## config.mk

```make
export PLATFORM = sky130hd
export DESIGN_NAME = flobuffer_arb
export DESIGN_NICKNAME = d
export VERILOG_FILES = /design/src/rtl/flobuffer_arb.sv
export SDC_FILE = /design/constraint.sdc
export NUM_CORES = 1
export LEC_CHECK = 0
export ABC_AREA = 1
export CORE_MARGIN = 1.5
export CORE_UTILIZATION = 39
export DETAILED_ROUTE_END_ITERATION = 10
export DONT_BUFFER_PORTS = 1
export PLACE_DENSITY = 0.62
export SYNTH_ARGS = -nofsm -noshare
export SYNTH_HDL_FRONTEND = slang
export SYNTH_SLANG_ARGS = --single-unit
export TNS_END_PERCENT = 5
```

## constraint.sdc

```tcl
create_clock -name clk -period 10 [get_ports clk]
set_clock_uncertainty 0.15 [all_clocks]
set_input_delay 1 -clock clk [delete_from_list [all_inputs] [get_ports clk]]
set_output_delay 1 -clock clk [all_outputs]
set_load 0.05 [all_outputs]
```

## src/rtl/flobuffer_arb.sv

```systemverilog
// flobuffer_arb: shares one flobuffer write port between num_req requesters.
// Direct (bypass) writes outrank FIFO writes. Within a class the winner is
// picked round-robin from ptr. The accepted word and its strobe are registered
// and appear one cycle after the transfer.
module flobuffer_arb #(
    parameter int num_req = 4
) (
    input  logic                   clk,
    input  logic                   rst,
    input  logic [16*num_req-1:0]  req_data_i,
    input  logic [7*num_req-1:0]   req_delay_i,
    input  logic [num_req-1:0]     req_valid_i,
    input  logic [num_req-1:0]     req_direct_i,
    output logic [num_req-1:0]     req_ready_o,
    output logic [15:0]            buf_data_o,
    output logic [6:0]             buf_delay_o,
    output logic                   buf_valid_o,
    output logic                   buf_direct_o,
    input  logic                   buf_full_i,
    input  logic                   buf_err_i,
    output logic [2:0]             grant_o,
    output logic                   err_o,
    output logic [15:0]            wr_cnt_o
);

    // Registered state.
    logic [2:0]  ptr_q,    ptr_d;
    logic        valid_q;
    logic        direct_q;
    logic [15:0] data_q;
    logic [6:0]  delay_q;
    logic [2:0]  grant_q;
    logic        err_q;
    logic [15:0] wr_cnt_q;

    // Arbitration results for the current cycle.
    logic [7:0]  dir_cand;
    logic [7:0]  fifo_cand;
    logic [7:0]  cand;
    logic [7:0]  onehot;
    logic        fifo_ok;
    logic        any_direct;
    logic        sel_found;
    logic [2:0]  sel_idx;
    logic [3:0]  sum;
    logic [15:0] sel_data;
    logic [6:0]  sel_delay;

    // Pick the winning requester: direct class first, then FIFO class, each
    // searched upward from ptr with wrap-around.
    always_comb begin
        // NOTE: every signal gets a default before any conditional assignment,
        // so no path leaves a value unassigned and no latch is inferred.
        dir_cand   = 8'(req_valid_i & req_direct_i);
        fifo_cand  = 8'(req_valid_i & ~req_direct_i);
        any_direct = |dir_cand;
        // full_o lags the write strobe by a cycle, so a FIFO word is never
        // accepted while the previous FIFO strobe is still on the wire.
        fifo_ok    = ~buf_full_i & ~valid_q;
        cand       = any_direct ? dir_cand : (fifo_ok ? fifo_cand : 8'h00);
        if (rst) begin
            cand = 8'h00;
        end

        sel_found = 1'b0;
        sel_idx   = 3'd0;
        sum       = 4'd0;
        for (int i = 0; i < num_req; i++) begin
            sum = {1'b0, ptr_q} + 4'(i);
            if (sum >= 4'(num_req)) begin
                sum = sum - 4'(num_req);
            end
            if (!sel_found && cand[sum[2:0]]) begin
                sel_found = 1'b1;
                sel_idx   = sum[2:0];
            end
        end

        onehot      = sel_found ? (8'h01 << sel_idx) : 8'h00;
        req_ready_o = onehot[num_req-1:0];

        sel_data  = 16'h0000;
        sel_delay = 7'h00;
        for (int k = 0; k < num_req; k++) begin
            if (sel_idx == 3'(k)) begin
                sel_data  = req_data_i[16*k +: 16];
                sel_delay = req_delay_i[7*k +: 7];
            end
        end

        ptr_d = ptr_q;
        if (sel_found) begin
            ptr_d = (sel_idx == 3'(num_req - 1)) ? 3'd0 : sel_idx + 3'd1;
        end
    end

    // Register the accepted word, its strobe, the pointer and the counters.
    always_ff @(posedge clk) begin
        // NOTE: sequential state uses non-blocking assignments only, so every
        // register samples the pre-edge values regardless of statement order.
        if (rst) begin
            ptr_q    <= 3'd0;
            valid_q  <= 1'b0;
            direct_q <= 1'b0;
            data_q   <= 16'h0000;
            delay_q  <= 7'h00;
            grant_q  <= 3'd0;
            err_q    <= 1'b0;
            wr_cnt_q <= 16'h0000;
        end else begin
            ptr_q    <= ptr_d;
            valid_q  <= sel_found & ~any_direct;
            direct_q <= sel_found & any_direct;
            if (sel_found) begin
                data_q  <= sel_data;
                delay_q <= sel_delay;
                grant_q <= sel_idx;
            end
            // Counted at the transfer edge so the count already includes the
            // word whose strobe is currently visible.
            wr_cnt_q <= wr_cnt_q + 16'(sel_found & ~any_direct);
            err_q    <= err_q | buf_err_i;
        end
    end

    // Outputs read as zero while reset is held; this also drops a strobe whose
    // transfer happened the cycle before reset.
    always_comb begin
        buf_valid_o  = valid_q  & ~rst;
        buf_direct_o = direct_q & ~rst;
        buf_data_o   = rst ? 16'h0000 : data_q;
        buf_delay_o  = rst ? 7'h00    : delay_q;
        grant_o      = rst ? 3'd0     : grant_q;
        err_o        = err_q & ~rst;
        wr_cnt_o     = rst ? 16'h0000 : wr_cnt_q;
    end

endmodule

```

# Yosys cells after proc, flatten, opt, wreduce, memory -nomap -nowiden
# Index checks and enable logic that the tools add are counted.
classes:
  n_addsub: 9
  magnitude_cmp: 8
  eq_ne: 3
  n_shift: 1
  muxes: 37
  bitwise: 16
  reduce_logical: 8
op_table:
  columns: ["cell", "count"]
  rows:
  - ["$mux W16", 6]
  - ["$mux W7", 5]
  - ["$mux W3", 10]
  - ["$mux W8", 3]
  - ["$add A16 B16 Y16", 1]
  - ["$and A1 B16 Y16", 1]
  - ["$lt A3 B4 Y1 const B", 4]
  - ["$not A1 Y16", 1]
  - ["$bmux W1 S3", 4]
  - ["$ge A4 B3 Y1 const B", 3]
  - ["$sub A3 B3 Y3 const B", 4]
  - ["$add A3 B2 Y4 const B", 2]
  - ["$and A4 B8 Y8", 1]
  - ["$mux W1", 8]
  - ["$not A4 Y8", 1]
  - ["$reduce_or A8 Y1", 1]
  - ["$and A1 B1 Y1", 6]
  - ["$eq A3 B2 Y1 const B", 2]
  - ["$add A3 B1 Y4 const B", 1]
  - ["$and A4 B4 Y4", 1]
  - ["$mux W4", 1]
  - ["$not A1 Y1", 4]
  - ["$shl A1 B3 Y4 const A", 1]
  - ["$add A3 B1 Y3 const B", 1]
  - ["other kinds (6)", 10]
totals:
  regBits: 48
  in_bits: 104
  out_inout_bits: 49
  wordCells: 90

# Logic depth before layout (Yosys ltp)
# Gate-level depths: netlist (run 1).
depth:
  ltp_word: 22
  ltp_mapped: 26
  depth_no_buf: 25

# Least setup slack after synthesis (run 1)
# No wires, ideal clock.
synth_path:
  kind: "input -> output"
  from: "in req_valid_i[3]"
  to: "out req_ready_o[1]"
  t_arrival_ns: 3.424
  required_time_ns: 8.850
  path_slack_ns: 5.426
  path_stages: 17
  n_path_buf: 1
  cell_sequence: "nand2_1 -> nand2_2 -> nor2_4 -> nand2_2 -> nand2_1 -> nand3_1 -> nand3_1 -> nand2_2 -> nor2_4 -> nor2_4 -> nand3_4 -> nand3_1 -> inv_1 -> ha_1 -> inv_1 -> clkbuf_1 -> nor2_1"
synth_between:
  elab_chain_cells: 18
  word_cells_on_any_way: 30
  cone_classes: "shift (1); mux (20); bitwise (2); reduce/logical (7)"
synth_lines:
  columns: ["item", "line", "text"]
  rows:
  - ["start, declared", "12", "input logic [num_req-1:0] req_valid_i,"]
  - ["$and A4 B4 Y4 / $and A4 B8 Y8 (equally long branches)", "54, 55", null]
  - ["$reduce_or A8 Y1 / $mux W8 (equally long branches)", "56, 60", null]
  - ["$mux W8 (*)", "60", "cand = any_direct ? dir_cand : (fifo_ok ? fifo_cand : 8'h00);"]
  - ["$mux W8 (*)", "61", "if (rst) begin"]
  - ["$bmux W1 S3", "73", "if (!sel_found && cand[sum[2:0]]) begin"]
  - ["$mux W1 (not written as such)", "73", null]
  - ["$mux W1", "73", null]
  - ["$logic_not A1 Y1", "73", null]
  - ["[3 not listed]", null, null]
  - ["$logic_and A1 B1 Y1", "73", null]
  - ["$mux W1", "73", null]
  - ["$logic_not A1 Y1", "73", null]
  - ["$logic_and A1 B1 Y1", "73", null]
  - ["$mux W3 (*)", "73", null]
  - ["via sel_idx[0]", "44", "logic [2:0] sel_idx;"]
  - ["$shl A1 B3 Y4 (*)", "79", "onehot = sel_found ? (8'h01 << sel_idx) : 8'h00;"]
  - ["$mux W4 (*)", "79", null]
  - ["end, declared", "14", "output logic [num_req-1:0] req_ready_o,"]
# The timed path passes the listed nets; every way through them passes the cells marked *. The select of a mux whose other input is x is not followed.

# Worst setup path in the final report (run 1)
# Same ends and word-level chain as after synthesis.

==> flow_summary.json, run 1 <==
{
  "outcome": "complete, no violations",
  "grtUsageTotal": 0.182,
  "setup_tns_ns": 0,
  "routed_wl_um": 8440,
  "min_path_cells": 2,
  "powerDensity_nw_per_um2": 482,
  "synth.largest_area_cell": "dfxtp_1",
  "cts_buffers": 5,
  "worstPathCellList": "nand2_1 > nand2_2 > nor2_4 > nand2_1 > nand2_1 > nand2_1 > nand2_1 > nand3_1 > nand2_1 > inv_1 > nand3_4 > nand3_1 > inv_1 > ha_1 > inv_1 > nor2_1",
  "timing.rr.end": "data_q[11]$_SDFFE_PP0N_",
  "crit_top_cell": "nand2_1",
  "final_common_cell": "nand2_1",
  "ys_ff_latch": 48,
  "nets": 643,
  "drt_iter0_markers": 89,
  "portBuffers": 0,
  "worst-path-max-fanout": 28,
  "fmax_mhz": 171,
  "synth_flop_cell": "dfxtp_1",
  "fin_hold_ws_ns": 0.296,
  "vias": 3292,
  "syn_avg_cell_area_um2": 6.00,
  "cts_resized": 0,
  "cts_sinks": 48,
  "crit_type": "input pin to primary output",
  "ctsHtreeMaxLevel": 2,
  "place_hpwl_um": 6380,
  "end_kind": "primary output",
  "syn_to_final_growth_pct": 2.07,
  "rows": 33,
  "synth-seq-area-share": 0.289,
  "ir_worst_vdd_uv": 446,
  "max_cap_viol_count": 0,
  "hold_class": "register to register",
  "worst_skew_pair.late_latency_ns": 0.29,
  "syn_area_um2": 3330,
  "synth_top_area_frac": 0.289,
  "syn_inst": 554,
  "ys_async_sr_fraction": 0,
  "dieArea_um2": 9090,
  "grt.overflow.total": 0,
  "setup_viol": 0,
  "ys.warnings.count": 0,
  "globalplace.congestion": 0.874,
  "grt_max_degree": 83,
  "postRouteAntennaNets": 0,
  "placed_cell_area_um2": 3310,
  "grt_first_pass_wirelength_um": 13300,
  "grt_setup_unrepaired": "false",
  "crit_path_max_incr_delay_ns": 0.81,
  "fin_crit_sh": 0.584,
  "antenna_found_initial": 0,
  "regToRegStartpoint": "ptr_q[0]$_SDFFE_PP0N_",
  "drt-pass1-iter-count": 4,
  "worstPathRequired_ns": 8.85,
  "start_util": 0.403,
  "cts_buffer_depth": 2,
  "stdcell_area_um2": 3390,
  "rrSetupSlack_ns": 5.43,
  "syn_nets": 666,
  "die_h_um": 95.3,
  "root_buffer": "clkbuf_8",
  "p_leak_nw": 1.38,
  "cp_slowest_cell": "nor2_1",
  "post-route-drc-count": 0,
  "synth.area.top_cells": "dfxtp_1 (29%), nand2_1 (14%), o21ai_0 (8.4%)",
  "via_per_inst": 5.17,
  "tritoncts": "yes",
  "cp-start-kind": "input pin",
  "pre_cts_ws_ns": 4.20,
  "slew_headroom": 0.306,
  "setup_slack_ns": 4.16,
  "finalHoldViolations": 0,
  "fp.coreArea_um2": 8260,
  "hold_end": "grant_q[2]$_SDFFE_PP0N_",
  "drive_gt1_frac": 0.0639,
  "synth_edf_count": 0,
  "clk_pin_slew_worst_paths_ns": 0.07,
  "slew_viol_final": 0,
  "post_cts_buffers": 0,
  "period_minus_slack_ns": 5.84,
  "die_x_um": 95.3,
  "tightest_slew_ns": 1.04,
  "hp-start": "grant_q[2]$_SDFFE_PP0N_",
  "ios": 153,
  "rr_worst_depth": 18,
  "grt_pass1_vias": 2957,
  "arrival_ns": 4.69,
  "antenna_cells": 0,
  "final_cell_mix": "nand2_1 (128), inv_1 (74), nor2_1 (69)",
  "cts_hold_buf": 0,
  "routedWlPerCell_um": 13.2,
  "synth_cell_types": 29
}
[worst max path at each step]
stage,startpoint,endpoint,slack [ns]
final,req_valid_i[3],req_ready_o[1],4.16
after global routing,req_valid_i[3],req_ready_o[1],3.82
after CTS,req_valid_i[3],req_ready_o[1],4.20
after detailed placement,req_valid_i[3],req_ready_o[1],4.20
after global placement,req_valid_i[3],req_ready_o[1],4.37
after floorplan,req_valid_i[3],req_ready_o[1],5.43
[registers in the layout, summed over array words and instances (netlist names)]
signal and flops:
err_q 1, direct_q 1, valid_q 1, data_q 16
grant_q 3, delay_q 7, wr_cnt_q 16, ptr_q 3
[routing by layer]
layer | share of wire | vias to the layer above | wire [um] | GRT usage
met4 | 0.010 | 0 | 87 | 0.0373
met1 | 0.46 | 1432 | 3880 | 0.238
li1 | - | 1713 | - | -
met5 | 0 | - | 0 | 0
met2 | 0.46 | 138 | 3860 | 0.311
met3 | 0.072 | 9 | 610 | 0.0335
[power breakdown]
part / internal (mW) / switching [mW]
Sequential: 0.238 / 0.0221
Clock: 0.0501 / 0.0643
Combinational: 0.373 / 0.887
Total: 0.662 / 0.973
[area by class of cell]
class                           instances  area (um^2)
Clock inverter                          1         8.76
Tap cell                              105          131
Clock buffer                            7         76.3
Inverter                               76          290
Sequential cell                        48          961
Timing Repair Buffer                    1         7.51
Multi-Input combinational cell        399         1920
Fill cell                             926         4860
[kinds of logic (layout without fill, tap and decap cells)]
kind of cell	Yosys count	count (layout)	synth area share
DFF	48	48	0.289
and+or+nand+nor	272	272	0.357
buffers and inverters	107	85	0.134
AOI/OAI and AO/OA	119	119	0.190
adders and majority gates	8	8	0.0301
[stage by stage]
stage                util  power (mW)  std cells
floorplan               -        1.34        554
global placement    0.401        1.49        629
detailed placement  0.401        1.52        629
CTS                 0.411        1.64        637
global route        0.411        1.83        637
finish              0.411        1.63        637
[worst max-delay path: cells and delay by family]
kind / cells / cell delay (ns)
and+or+nand+nor: 12 / 2.22
buffers and inverters: 3 / 0.77
adders and majority gates: 1 / 0.67
[synth_stat cells (2+ instances only)]
cell      instances
nand3_1          48
nor3_2            3
nor2_1           69
nand4_1           2
buf_1             6
buf_6             2
nor3_1            7
o21ai_0          56
clkbuf_1         18
a21oi_1          52
inv_1            74
a21oi_2           9
buf_4             3
dfxtp_1          48
nor2_4            3
nand2_1         128
nand2_2           6
nand3_2           2
ha_1              8
Note: power is estimated with default switching activity, not from simulation.
==> run 2: changes to the inputs <==
--- a/config.mk
+++ b/config.mk
@@ -10,7 +10,7 @@
 export CORE_UTILIZATION = 39
 export DETAILED_ROUTE_END_ITERATION = 10
 export DONT_BUFFER_PORTS = 1
-export PLACE_DENSITY = 0.62
+export PLACE_DENSITY = 0.64
 export SYNTH_ARGS = -nofsm -noshare
 export SYNTH_HDL_FRONTEND = slang
 export SYNTH_SLANG_ARGS = --single-unit
==> constraint.sdc (replaced) <==
create_clock -name clk -period 5.15 [get_ports clk]
set_clock_uncertainty 0.15 [all_clocks]
set_input_delay 0.515 -clock clk [delete_from_list [all_inputs] [get_ports clk]]
set_output_delay 0.515 -clock clk [all_outputs]
set_load 0.05 [all_outputs]
==> flow_summary.json, run 2 (synthesis gave the netlist of run 1 again) <==
{
  "root_buffer": "clkbuf_8",
  "outcome": "complete, no violations",
  "crit_family": "buffers and inverters",
  "antenna_found_initial": 0,
  "combPwrFrac": 0.768,
  "fp.coreArea_um2": 8260,
  "cts_hold_buf": 0,
  "grt_pass1_vias": 2938,
  "crit_path_max_incr_delay_ns": 0.51,
  "fin_crit_sh": 0.875,
  "drive_gt1_frac": 0.0781,
  "timing.rr.end": "data_q[2]$_SDFFE_PP0N_",
  "p_int_mw": 1.35,
  "cp_slowest_cell": "dfxtp_1",
  "portBuffers": 0,
  "grt_max_degree": 83,
  "syn_to_final_growth_pct": 3.76,
  "drt-pass1-iter-count": 4,
  "min_path_cells": 1,
  "cp_num_buf_inv": 6,
  "pre_cts_ws_ns": 0.931,
  "grt.overflow.total": 0,
  "setup_viol": 0,
  "crit_type": "register to primary output",
  "slew_headroom": 0.301,
  "place_hpwl_um": 6490,
  "ios": 153,
  "globalplace.congestion": 0.824,
  "tritoncts": "yes",
  "nets": 649,
  "grtUsageTotal": 0.186,
  "post-route-drc-count": 0,
  "hp-start": "rst",
  "cp-start-kind": "register",
  "worst_skew_pair.late_latency_ns": 0.30,
  "die_x_um": 95.3,
  "tightest_slew_ns": 1.05,
  "reg_top3": "data_q x16, wr_cnt_q x16, delay_q x7",
  "cts_buffer_depth": 2,
  "final_common_cell": "nand2_1",
  "postRouteAntennaNets": 0,
  "routedWlPerCell_um": 13.3,
  "drt_iter0_markers": 114,
  "powerDensity_nw_per_um2": 939,
  "finalHoldViolations": 0,
  "worstPathCellList": "inv_1 > ha_1 > inv_1 > nand3_1 > nand2_2 > nor2_4 > nor2_4 > nand3_4 > nand3_1 > inv_1 > ha_1 > buf_4 > inv_1 > nor2_1 > buf_4",
  "worst-path-max-fanout": 28,
  "arrival_ns": 3.84,
  "antenna_cells": 0,
  "routed_wl_um": 8580,
  "rows": 33,
  "cts_resized": 0,
  "start_util": 0.403,
  "p_clk_frac": 0.076,
  "clk_pin_slew_worst_paths_ns": 0.10,
  "dieArea_um2": 9090,
  "final_cell_mix": "nand2_1 (128), inv_1 (74), nor2_1 (69)",
  "slew_viol_final": 0,
  "post_cts_buffers": 0,
  "switchingPower_mw": 1.89,
  "ir_worst_vdd_uv": 1120,
  "setup_tns_ns": 0,
  "cts_buffers": 5,
  "rr_worst_depth": 19,
  "die_h_um": 95.3,
  "hold_end": "delay_q[3]$_SDFFE_PP0N_",
  "max_cap_viol_count": 0,
  "grt_setup_unrepaired": "false",
  "worstPathRequired_ns": 4.49,
  "cts_sinks": 48,
  "grt_first_pass_wirelength_um": 13400,
  "sw_frac_of_total": 0.582,
  "period_minus_slack_ns": 4.51,
  "via_per_inst": 5.09,
  "hold_class": "input pin to register",
  "pwr-share-seq": 0.156,
  "vias": 3271,
  "ctsHtreeMaxLevel": 2,
  "crit_top_cell": "inv_1",
  "p_leak_nw": 1.42,
  "regToRegStartpoint": "ptr_q[0]$_SDFFE_PP0N_",
  "fmax_mhz": 222,
  "end_kind": "primary output",
  "rrSetupSlack_ns": 0.92,
  "setup_slack_ns": 0.642
}
[run 2: final cells by class]
type	instances	area, um^2
Clock buffer	6	82.6
Timing Repair Buffer	7	52.6
Clock inverter	2	13.8
Multi-Input combinational cell	399	1920
Tap cell	105	131
Inverter	76	290
Fill cell	947	4810
Sequential cell	48	961
[run 2: power by group through the flow]
stage | Clock (mW) | Combinational [mW] | Sequential, mW
after global placement | 0 | 2.47 | 0.512
final | 0.246 | 2.49 | 0.506
after detailed placement | 0 | 2.48 | 0.514
after floorplan | 0 | 2.11 | 0.499
after global routing | 0.267 | 2.85 | 0.517
after CTS | 0.255 | 2.49 | 0.506
[run 2: worst max-delay path by stage]
stage	slack, ns	startpoint	end	depth (start not counted)
2_1_floorplan	1.55	req_valid_i[3]	req_ready_o[1]	17
3_3_place_gp	1.05	req_valid_i[3]	wr_cnt_q[14]$_SDFF_PP0_	25
3_5_place_dp	0.93	ptr_q[0]$_SDFFE_PP0N_	data_q[5]$_SDFFE_PP0N_	19
4_1_cts	0.61	ptr_q[0]$_SDFFE_PP0N_	req_ready_o[1]	15
5_1_grt	0.23	ptr_q[0]$_SDFFE_PP0N_	req_ready_o[1]	15
6_report	0.64	ptr_q[0]$_SDFFE_PP0N_	req_ready_o[1]	15
[run 2: stage by stage]
| stage | instance area (um^2) | cells | hold slack (ns) | util | total power, mW |
|---|---|---|---|---|---|
| final | 3450 | 643 | 0.111 | 0.418 | 3.24 |
| after global routing | 3450 | 643 | 0.0909 | 0.418 | 3.63 |
| after CTS | 3450 | 643 | 0.101 | 0.418 | 3.26 |
| after detailed placement | 3350 | 635 | 0.297 | 0.406 | 3.00 |
| after global placement | 3350 | 635 | 0.284 | 0.406 | 2.98 |
| after floorplan | 3330 | 554 | 0.275 | - | 2.61 |
[run 2: worst register-to-register path, stage by stage (launching register included)]
cell and delay, ns:
dfxtp_1 0.51, inv_1 0.18, ha_1 0.38, inv_1 0.12
nand3_1 0.13, nand2_2 0.11, nor2_4 0.05, nor2_4 0.11
nand3_4 0.30, nand3_1 0.31, inv_1 0.09, ha_1 0.21
buf_4 0.21, inv_1 0.50, nand3_1 0.15, nand2_1 0.11
o21ai_0 0.09, o21ai_0 0.22, nand2_1 0.09, a21oi_1 0.14
[run 2: metal layers]
layer,vias to the layer above,track usage,wire [um]
met5,-,0,0
met3,4,0.0399,664
li1,1722,-,-
met1,1425,0.252,3940
met2,120,0.304,3920
met4,0,0.0348,43
